[src/rtl/display_scheduler_if.sv]
// Word handshake between the display scheduler, the SPI master and the config requester.
interface display_scheduler_if;
    logic        spi_ready;
    logic        spi_sent;
    logic        cs;
    logic [15:0] word;
    logic        cfg_req;
    logic [15:0] cfg_word;
    logic        cfg_ack;

    modport master (
        input  spi_ready, spi_sent, cfg_req, cfg_word,
        output cs, word, cfg_ack
    );

    modport slave (
        output spi_ready, spi_sent, cfg_req, cfg_word,
        input  cs, word, cfg_ack
    );
endinterface

[src/rtl/display_scheduler.sv]
// Sequences MAX7219 words: power-up init list, 6-digit time frames on tick edges,
// and single external config words arbitrated between frames.
module display_scheduler #(
    parameter logic [7:0] SCAN_LIMIT = 8'd5,
    parameter logic [3:0] INTENSITY  = 4'd8
) (
    input  logic                       clk,
    input  logic                       res,
    input  logic                       tick,
    input  logic                       ena,
    input  logic [3:0]                 ces_0X,
    input  logic [3:0]                 ces_X0,
    input  logic [3:0]                 sec_0X,
    input  logic [2:0]                 sec_X0,
    input  logic [3:0]                 min_0X,
    input  logic [2:0]                 min_X0,
    display_scheduler_if.master        bus,
    output logic                       busy,
    output logic                       frame_done,
    output logic                       overrun
);

    typedef enum logic [2:0] {
        StInitIssue,
        StInitWait,
        StIdle,
        StFrmIssue,
        StFrmWait,
        StCfgIssue,
        StCfgWait
    } state_e;

    state_e      state_q, state_d;
    logic [2:0]  idx_q, idx_d;
    logic        cs_q, cs_d;
    logic [15:0] word_q, word_d;
    logic        cfg_ack_q, cfg_ack_d;
    logic        frame_done_q, frame_done_d;
    logic        overrun_q, overrun_d;
    logic        pending_q, pending_d;
    logic        tick_q;
    logic        rise_q;
    logic [21:0] snap_q, snap_d;
    logic        consume;
    logic [15:0] init_word;
    logic [15:0] frame_word;

    always_comb begin
        init_word = 16'h0000;
        case (idx_q)
            3'd0:    init_word = 16'h0C01;
            3'd1:    init_word = 16'h09FF;
            3'd2:    init_word = {8'h0B, SCAN_LIMIT};
            default: init_word = {8'h0A, 4'h0, INTENSITY};
        endcase
    end

    // Snapshot layout: min_X0[21:19] min_0X[18:15] sec_X0[14:12] sec_0X[11:8] ces_X0[7:4] ces_0X[3:0]
    always_comb begin
        frame_word = 16'h0000;
        case (idx_q)
            3'd0:    frame_word = {8'h01, 4'h0, snap_q[3:0]};
            3'd1:    frame_word = {8'h02, 4'h0, snap_q[7:4]};
            3'd2:    frame_word = {8'h03, 4'h8, snap_q[11:8]};
            3'd3:    frame_word = {8'h04, 5'h00, snap_q[14:12]};
            3'd4:    frame_word = {8'h05, 4'h8, snap_q[18:15]};
            3'd5:    frame_word = {8'h06, 5'h00, snap_q[21:19]};
            default: frame_word = 16'h0000;
        endcase
    end

    always_comb begin
        state_d      = state_q;
        idx_d        = idx_q;
        cs_d         = cs_q;
        word_d       = word_q;
        cfg_ack_d    = 1'b0;
        frame_done_d = 1'b0;
        snap_d       = snap_q;
        consume      = 1'b0;

        case (state_q)
            StInitIssue: begin
                if (bus.spi_ready) begin
                    word_d  = init_word;
                    cs_d    = 1'b0;
                    state_d = StInitWait;
                end
            end
            StInitWait: begin
                if (bus.spi_sent) begin
                    cs_d = 1'b1;
                    if (idx_q == 3'd3) begin
                        idx_d   = 3'd0;
                        state_d = StIdle;
                    end else begin
                        idx_d   = idx_q + 3'd1;
                        state_d = StInitIssue;
                    end
                end
            end
            StIdle: begin
                if (bus.cfg_req) begin
                    state_d = StCfgIssue;
                end else if (pending_q) begin
                    consume = 1'b1;
                    snap_d  = {min_X0, min_0X, sec_X0, sec_0X, ces_X0, ces_0X};
                    idx_d   = 3'd0;
                    state_d = StFrmIssue;
                end
            end
            StFrmIssue: begin
                if (bus.spi_ready) begin
                    word_d  = frame_word;
                    cs_d    = 1'b0;
                    state_d = StFrmWait;
                end
            end
            StFrmWait: begin
                if (bus.spi_sent) begin
                    cs_d = 1'b1;
                    if (idx_q == 3'd5) begin
                        frame_done_d = 1'b1;
                        idx_d        = 3'd0;
                        state_d      = StIdle;
                    end else begin
                        idx_d   = idx_q + 3'd1;
                        state_d = StFrmIssue;
                    end
                end
            end
            StCfgIssue: begin
                if (bus.spi_ready) begin
                    word_d  = bus.cfg_word;
                    cs_d    = 1'b0;
                    state_d = StCfgWait;
                end
            end
            StCfgWait: begin
                if (bus.spi_sent) begin
                    cs_d      = 1'b1;
                    cfg_ack_d = 1'b1;
                    state_d   = StIdle;
                end
            end
            default: state_d = StInitIssue;
        endcase
    end

    // A new edge landing on the consuming cycle re-arms pending rather than overrunning.
    always_comb begin
        pending_d = pending_q;
        overrun_d = overrun_q;
        if (consume) begin
            pending_d = 1'b0;
        end
        if (rise_q) begin
            if (pending_q && !consume) begin
                overrun_d = 1'b1;
            end else begin
                pending_d = 1'b1;
            end
        end
    end

    always_ff @(posedge clk or negedge res) begin
        if (!res) begin
            state_q      <= StInitIssue;
            idx_q        <= 3'd0;
            cs_q         <= 1'b1;
            word_q       <= 16'h0000;
            cfg_ack_q    <= 1'b0;
            frame_done_q <= 1'b0;
            overrun_q    <= 1'b0;
            pending_q    <= 1'b0;
            tick_q       <= 1'b0;
            rise_q       <= 1'b0;
            snap_q       <= 22'd0;
        end else begin
            state_q      <= state_d;
            idx_q        <= idx_d;
            cs_q         <= cs_d;
            word_q       <= word_d;
            cfg_ack_q    <= cfg_ack_d;
            frame_done_q <= frame_done_d;
            overrun_q    <= overrun_d;
            pending_q    <= pending_d;
            tick_q       <= tick;
            rise_q       <= tick & ~tick_q & ena;
            snap_q       <= snap_d;
        end
    end

    assign bus.cs      = cs_q;
    assign bus.word    = word_q;
    assign bus.cfg_ack = cfg_ack_q;
    assign busy        = (state_q != StIdle);
    assign frame_done  = frame_done_q;
    assign overrun     = overrun_q;

endmodule
[src/flat_wrapper.sv]
// flat-port wrapper written by rule: the top's interface ports become plain ports
module display_scheduler_flat 
#(
    parameter logic [7:0] SCAN_LIMIT = 8'd5,
    parameter logic [3:0] INTENSITY  = 4'd8
)
  (clk, res, tick, ena, ces_0X, ces_X0, sec_0X, sec_X0, min_0X, min_X0, busy, frame_done, overrun, bus_spi_ready, bus_spi_sent, bus_cfg_req, bus_cfg_word, bus_cs, bus_word, bus_cfg_ack);
  display_scheduler_if bus_i ();
  input  logic clk;
  input  logic res;
  input  logic tick;
  input  logic ena;
  input  logic [3:0] ces_0X;
  input  logic [3:0] ces_X0;
  input  logic [3:0] sec_0X;
  input  logic [2:0] sec_X0;
  input  logic [3:0] min_0X;
  input  logic [2:0] min_X0;
  output logic busy;
  output logic frame_done;
  output logic overrun;
  input wire logic [$bits(bus_i.spi_ready)-1:0] bus_spi_ready;
  input wire logic [$bits(bus_i.spi_sent)-1:0] bus_spi_sent;
  input wire logic [$bits(bus_i.cfg_req)-1:0] bus_cfg_req;
  input wire logic [$bits(bus_i.cfg_word)-1:0] bus_cfg_word;
  output wire logic [$bits(bus_i.cs)-1:0] bus_cs;
  output wire logic [$bits(bus_i.word)-1:0] bus_word;
  output wire logic [$bits(bus_i.cfg_ack)-1:0] bus_cfg_ack;
  assign bus_i.spi_ready = bus_spi_ready;
  assign bus_i.spi_sent = bus_spi_sent;
  assign bus_i.cfg_req = bus_cfg_req;
  assign bus_i.cfg_word = bus_cfg_word;
  assign bus_cs = bus_i.cs;
  assign bus_word = bus_i.word;
  assign bus_cfg_ack = bus_i.cfg_ack;
  display_scheduler #(.SCAN_LIMIT(SCAN_LIMIT), .INTENSITY(INTENSITY)) u_core (.clk(clk), .res(res), .tick(tick), .ena(ena), .ces_0X(ces_0X), .ces_X0(ces_X0), .sec_0X(sec_0X), .sec_X0(sec_X0), .min_0X(min_0X), .min_X0(min_X0), .bus(bus_i), .busy(busy), .frame_done(frame_done), .overrun(overrun));
endmodule
[config.mk]
export PLATFORM = sky130hd
export DESIGN_NAME = display_scheduler_flat
export DESIGN_NICKNAME = d
export VERILOG_FILES = /design/src/rtl/display_scheduler_if.sv /design/src/rtl/display_scheduler.sv /design/src/flat_wrapper.sv
export SDC_FILE = /design/constraint.sdc
export NUM_CORES = 1
export LEC_CHECK = 0
export CORE_ASPECT_RATIO = 0.5
export CORE_MARGIN = 4
export CORE_UTILIZATION = 50
export DETAILED_ROUTE_END_ITERATION = 12
export PLACE_DENSITY = 0.81
export RECOVER_POWER = 100
export SETUP_SLACK_MARGIN = 0.1
export SYNTH_ARGS = -nofsm -noshare
export SYNTH_HDL_FRONTEND = slang
export SYNTH_SLANG_ARGS = --single-unit
[constraint.sdc]
create_clock -name clk -period 4.3 [get_ports clk]
set_input_delay 0.86 -clock clk [delete_from_list [all_inputs] [get_ports clk]]
set_output_delay 0.86 -clock clk [all_outputs]
set_load 0.02 [all_outputs]
# Yosys cells after proc, flatten, opt, wreduce, memory -nomap -nowiden
# Cells that the tools add are included.
# Widths: inputs -> output; s select.
[op_classes]
addsub = 1
n_eq_ne = 23
mux = 38
n_bitwise = 4
reduce_logical = 15
[op_table]
columns = ["cell", "n"]
rows = [
  ["$pmux 11 s6", 1],
  ["$mux 16", 3],
  ["$pmux 16 s3", 1],
  ["$mux 3", 14],
  ["$pmux 11 s3", 1],
  ["$pmux 3 s7", 1],
  ["$eq 3x3->1 const B", 5],
  ["$mux 1", 14],
  ["$ne 2x2->1 const B", 7],
  ["$eq 3x2->1 const B", 4],
  ["$pmux 3 s3", 1],
  ["$reduce_and 7->1", 1],
  ["$eq 3x1->1 const B", 2],
  ["$logic_not 3->1", 2],
  ["$ne 2x1->1 const B", 3],
  ["$ne 3x2->1 const B", 2],
  ["$reduce_and 3->1", 2],
  ["$reduce_bool 3->1", 2],
  ["$reduce_or 3->1", 2],
  ["$reduce_and 5->1", 1],
  ["$reduce_and 4->1", 1],
  ["$add 3x1->3 const B", 1],
  ["$and 1x1->1", 2],
  ["$mux 2", 1],
  ["6 further kinds", 7],
]
[totals]
reg_bits = 51
input_bits = 45
output_inout_bits = 21
elab_cells = 92

# Depth between registers and ports, before layout
# Gate-level depths: netlist of run 1.
[logic_depth]
word_depth = 7
depth_mapped = 8
ltp_nobuf = 7

# Worst setup path before layout of run 1
# Ideal clock, no wire load.
[synth_timing]
path_kind = "input to register"
startpoint = "in bus_spi_ready"
endpoint = "reg u_core.state_q[2]"
stages = 4
arrival_time_ns = 1.766
setup_slack_ns = 2.410
setup_ns = 0.124
path_buffers = 0
t_required_ns = 4.176
path_cell_list = "or4_4 > o21ai_2 > and4b_1 > a211o_1"
[synth_between]
elab_chain_len = 2
word_cells_on_any_way = 4
cone_classes = "eq/ne (3); reduce/logical (1)"
[synth_rtl]
columns = ["item", "line_no", "rtl"]
rows = [
  ["start: declaration", "flat_wrapper.sv:22", "input wire logic [$bits(bus_i.spi_ready)-1:0] bus_spi_ready;"],
  ["$ne 2x2->1 (no line)", "-", ""],
  ["$reduce_and 7->1 (no line) *", "-", ""],
  ["end signal: assignment", "display_scheduler.sv:168", "state_q <= StInitIssue;"],
  ["end signal: assignment", "display_scheduler.sv:180", "state_q <= state_d;"],
  ["end: declaration", "display_scheduler.sv:33", "state_e state_q, state_d;"],
]
# Mark *: on every way between the ends. The rest lies on a longest branch, timed or not.
# A chain may end at the register's enable or synchronous reset.

# Final worst setup path of run 1
[layout_timing]
startpoint = "reg u_core.state_q[1]"
endpoint = "out busy"
[layout_between]
elab_chain_len = 1
[layout_rtl]
columns = ["item", "line_no", "rtl"]
rows = [
  ["$ne 3x2->1", "display_scheduler.sv:197", "assign busy = (state_q != StIdle);"],
  ["end: declaration", "flat_wrapper.sv:19", "output logic busy;"],
]
# No other way between the ends.

==> results of run 1 <==
[flip-flops by register name, summed over array words and instances, names as in the netlist]
signal / cells
u_core.bus.cfg_ack: 1
u_core.bus.cs: 1
u_core.bus.word: 16
u_core.frame_done: 1
u_core.idx_q: 3
u_core.overrun: 1
u_core.pending_q: 1
u_core.rise_q: 1
u_core.snap_q: 22
u_core.state_q: 3
u_core.tick_q: 1
[worst max-delay path, stage by stage, from the launching register on]
cell and delay, ns:
dfrtp_1 0.70, inv_1 0.29, or3_1 0.41, dlygate4sd3_1 0.66
[cell usage in the layout (no fill, tap or decap), types with 8 or more instances in the layout]
cell type and n:
nor2_1 16, a21oi_1 13, dlygate4sd3_1 25, clkdlybuf4s50_1 39
o21ai_0 12, nor2b_1 8, mux2_2 23, inv_1 9
dfrtp_1 50, nand2_1 27
[power by group]
group	internal (W)	total, W	switching [W]
combinational	0.000553	0.00116	0.000605
sequential	0.000692	0.000900	0.000208
clock	0.000132	0.000293	0.000161
total	0.00138	0.00235	0.000974
[layout make-up]
class	count	share of cell area (%)
Tap cell	70	2.55
Clock inverter	1	0.255
Inverter	9	0.983
Timing Repair Buffer	65	18.8
Clock buffer	7	2.51
Sequential cell	51	37.2
Multi-Input combinational cell	185	37.8
[per-layer routing]
metal / GRT usage, % / vias to the layer above / routed length [µm]
li1: - / 1063 / -
met1: 25.3 / 1089 / 2920
met2: 32.4 / 85 / 3010
met3: 4.45 / 11 / 396
met4: 7.19 / 0 / 97
met5: 0 / - / 0
[logic make-up (layout without fill, tap and decap cells)]
group | Yosys count | count (layout) | share of synthesized area [%]
compound gates | 71 | 71 | 18.2
mux | 28 | 28 | 11.7
flops | 51 | 51 | 46.9
fa+ha+maj | 7 | 7 | 3.22
xor+xnor | 2 | 2 | 0.643
buf+inv | 25 | 82 | 4.87
simple gates | 77 | 77 | 14.4
[stage by stage]
step	util [%]	total power [W]	hold slack, ns
floorplan	-	0.00173	0.377
global placement	66.0	0.00204	0.381
detailed placement	66.0	0.00210	0.386
CTS	67.8	0.00240	0.399
global route	67.5	0.00252	0.417
finish	67.5	0.00235	0.399
[final timing paths]
check | slack, ns | endpoint | cells past startpoint
max | 1.07 | busy | 3
min in group asynchronous | 1.37 | u_core.snap_q[20] | 1
max in group asynchronous | 1.45 | u_core.state_q[2] | 1
max reg2reg | 1.65 | u_core.snap_q[17] | 3
min | 0.40 | u_core.rise_q | 1
min reg2reg | 0.40 | u_core.rise_q | 1
==> flow_summary.toml, run 1 <==
[placement]
place_congestion = 0.865
portBuffers = 65
placed_cells = 380
hpwl_um = 4600
place_area_um2 = 3360
post-place-ws_ns = 1.56

[pwr]
peakVddDrop_uv = 267
power_density_nw_per_um2 = 684
leakage_nw = 1.46

[die]
die_w_um = 112
num_rows = 18
dieArea_um2 = 6760
ioPinCount = 66
core_um2 = 5090
start_util_pct = 53.5
die_y_um = 60.2

[cts]
post_cts_buffers = 0
cts_hold_buf = 0
cts.root.buffer_cell = "clkbuf_8"
tritoncts = "built"
numClockSinks = 51
numCtsBuffers = 5
clkTransAtPathRegs_ns = 0.09
clock_latency_ns = 0.31
cts_max_level = 2
ctsResizeCount = 0
clockBufferDepth = 2

[critical_path]
worst_ep_required_time_ns = 3.44
startpoint_type = "flip-flop"
r2r-start = "u_core.state_q[2]"
worstPathArrival_ns = 2.37
critical_path_class = "flip-flop to primary output"
crit_path_start = "u_core.state_q[1]"
worst-path-max-fanout = 18
critPathCaptureType = "primary output"

[timing]
tightest_slew_ns = 2.62
fin_skew_ns = 0.00679
rsz0062_at_grt = "false"
finalCritPeriodShare_pct = 75.1
hold_viol_final = 0
finalCriticalPeriod_ns = 3.23
maxSlewViolCount = 52
setup_viol = 0
tns_ns = 0
timing.fmax_mhz = 310
setup_slack_ns = 1.07
slew_headroom_pct = -74.9

[detailed_routing]
dr.pass1.iters = 5
vias_per_cell = 5.79
wl_per_cell_um = 16.6
drc_errors = 0
ant_nets = 0
drt_iter0_drc = 161
wirelength_um = 6430
vias = 2248

[yosys]
syn-num-nets = 313
ys_seq_area_share_pct = 46.9
yosysMostFrequentCell = "dfrtp_1"
ys_types = 57
yosys.area.top_type_share_pct = 45.9
yosys_most_used_dff = "dfrtp_1"
ys_warn_count = 0
netlist_area_um2 = 2720
synth_area_leader_cell = "dfrtp_1"
syn_area_per_cell_um2 = 10.4
synth_enable_flop_cells = 0
async_reset_ff_share_pct = 100
syn-instance-count = 261
ys_ff_latch = 51
ys_top_cells_by_area = "dfrtp_1 (46%), mux2_2 (9.5%), nand2_1 (3.6%), ha_1 (3.2%), a21oi_1 (2.4%)"
synth_commonest_cells = "dfrtp_1 (50), nand2_1 (26), mux2_2 (23), nor2_1 (16), a21oi_1 (13)"

[global_route]
grt_max_degree = 52
antenna_found_initial = 0
grt.total_usage_pct = 19.5
grt_overflow = 0
grt_pass1_vias = 2175
grt_first_pass_wirelength_um = 10300

[finish]
nets = 369
antenna_cells = 0
fillers = 395
final_cells = 388
fin_area_um2 = 3440
multiInputGateArea_um2 = 1300
syn_to_final_growth_pct = 26.1
seq_area_um2 = 1280
layout-drive-gt1-share_pct = 11.6

[worst_hold_path]
hold_start = "u_core.tick_q"
worstHoldPathType = "flip-flop to flip-flop"

[run_status]
outcome = "complete, but fails checks"
failed_checks = "max-capacitance violations, max-slew violations"

[run]
maxCapViolCount = 1
No activity file was read; power rests on OpenSTA's default activity.
==> run 2, diff against run 1 <==
--- a/config.mk
+++ b/config.mk
@@ -7,9 +7,9 @@
 export LEC_CHECK = 0
 export CORE_ASPECT_RATIO = 0.5
 export CORE_MARGIN = 4
-export CORE_UTILIZATION = 50
+export CORE_UTILIZATION = 45
 export DETAILED_ROUTE_END_ITERATION = 12
-export PLACE_DENSITY = 0.81
+export PLACE_DENSITY = 0.77
 export RECOVER_POWER = 100
 export SETUP_SLACK_MARGIN = 0.1
 export SYNTH_ARGS = -nofsm -noshare
==> constraint.sdc (replaced) <==
create_clock -name clk -period 2.7 [get_ports clk]
set_input_delay 0.54 -clock clk [delete_from_list [all_inputs] [get_ports clk]]
set_output_delay 0.54 -clock clk [all_outputs]
set_load 0.02 [all_outputs]
==> flow_summary.toml, run 2 (synthesized netlist as in run 1, its figures left out) <==
[finish]
final_common_cell = "dfrtp_1"
largest_reg_flops = 22
syn_to_final_growth_pct = 30.1
regMostFlops = "u_core.snap_q"
fillers = 471
layout-drive-gt1-share_pct = 13.5
antenna_cells = 0
nets = 376
most-common-layout-cells = "dfrtp_1 (50), clkdlybuf4s50_1 (41), nand2_1 (26)"

[cts]
clkTransAtPathRegs_ns = 0.07
cts.root.buffer_cell = "clkbuf_16"
clockBufferDepth = 2
numCtsBuffers = 5
cts_max_level = 2
tritoncts = "built"
clock_latency_ns = 0.29
post_cts_buffers = 0
cts_hold_buf = 0
ctsResizeCount = 0
numClockSinks = 51

[critical_path]
critPathCaptureType = "primary output"
slowest_stage = "clkdlybuf4s50_1"
startpoint_type = "flip-flop"
worst-path-max-fanout = 12
r2r-start = "u_core.idx_q[0]"
path_depth = 3
critical_path_class = "flip-flop to primary output"
cp_cell_sequence = "clkbuf_1, or3_1, clkdlybuf4s50_1"
critical_path.top_delay_family = "buffers and inverters"
crit_buf_inv = 2
crit_path_start = "u_core.state_q[0]"
critPathMaxStageDelay_ns = 0.55
worstPathArrival_ns = 1.89
worstRegToRegCells = 6
worst_ep_required_time_ns = 2.16

[die]
die_w_um = 118
die_y_um = 63.0
num_rows = 19
start_util_pct = 48.1
ioPinCount = 66
dieArea_um2 = 7440
core_um2 = 5660

[detailed_routing]
drt_iter0_drc = 117
dr.pass1.iters = 5
ant_nets = 0
drc_errors = 0
wirelength_um = 6540
vias = 2234
wl_per_cell_um = 16.4
vias_per_cell = 5.61

[timing]
fin_skew_ns = 0.00690
setup_slack_ns = 0.265
finalCritPeriodShare_pct = 90.2
tns_ns = 0
maxSlewViolCount = 0
finalCriticalPeriod_ns = 2.43
hold_viol_final = 0
setup_viol = 0
timing.fmax_mhz = 411
rsz0062_at_grt = "false"
slew_headroom_pct = 12.4
tightest_slew_ns = 1.31

[pwr]
leakage_nw = 1.51
power_density_nw_per_um2 = 1130
peakVddDrop_uv = 443

[global_route]
grt_first_pass_wirelength_um = 11000
grt_overflow = 0
grt_pass1_vias = 2295
grt_max_degree = 29
grt.total_usage_pct = 17.9
antenna_found_initial = 0

[placement]
portBuffers = 65
post-place-ws_ns = 0.298
hpwl_um = 4830
place_congestion = 0.864

[run]
maxCapViolCount = 0

[worst_hold_path]
worstHoldPathType = "input pin to asynchronous set/reset pin"

[run_status]
outcome = "finished clean"
run 2: cell count changes in the layout (fill, tap and decap cells not counted), moves of 2 or more:
cell	change
buf_4	+4
clkbuf_1	+2
clkbuf_16	+5
clkbuf_8	-5
clkdlybuf4s50_1	+2
dlygate4sd3_1	-2
run 2: final timing paths:
kind	to	slack, ns
max in group asynchronous	u_core.bus.word[4]	0.92
setup / recovery	busy	0.27
setup reg to reg	u_core.bus.word[1]	0.42
min in group clk	u_core.rise_q	0.42
hold reg to reg	u_core.rise_q	0.42
hold / removal	u_core.idx_q[2]	0.20
run 2: routing by layer:
metal | global-route usage [%] | part of all wire (%) | up-vias
li1 | - | - | 1076
met1 | 23.6 | 47 | 1070
met2 | 29.3 | 46 | 82
met3 | 4.97 | 5.5 | 6
met4 | 4.82 | 0.95 | 0
met5 | 0 | 0 | -
run 2: stage by stage:
stage	utilization (%)	hold slack (ns)	area [µm²]	power (W)	std cells
2_1_floorplan	-	0.244	2720	0.00276	261
3_3_place_gp	60.3	0.383	3410	0.00331	390
3_5_place_dp	60.3	0.410	3410	0.00339	390
4_1_cts	63.1	0.102	3570	0.00407	398
5_1_grt	62.6	0.248	3540	0.00428	398
6_report	62.6	0.196	3540	0.00400	398
run 2: area by class of cell:
cell class,count,area [µm²],area share [%]
Inverter,9,33.8,0.953
Clock inverter,2,16.3,0.459
Tap cell,73,91.3,2.58
Clock buffer,6,139,3.92
Sequential cell,51,1280,36.1
Multi-Input combinational cell,185,1300,36.7
Timing Repair Buffer,72,686,19.4
run 2: where the power goes:
part	switching, W	internal [W]
clock	0.000284	0.000371
combinational	0.00111	0.000917
sequential	0.000205	0.00111
==> run 3, diff against run 2 <==
--- a/config.mk
+++ b/config.mk
@@ -12,6 +12,7 @@
 export PLACE_DENSITY = 0.77
 export RECOVER_POWER = 100
 export SETUP_SLACK_MARGIN = 0.1
+export SLEW_MARGIN = 20
 export SYNTH_ARGS = -nofsm -noshare
 export SYNTH_HDL_FRONTEND = slang
 export SYNTH_SLANG_ARGS = --single-unit
==> results of run 3 <==
Final layout, timing and power as in run 2 (identical DEF).
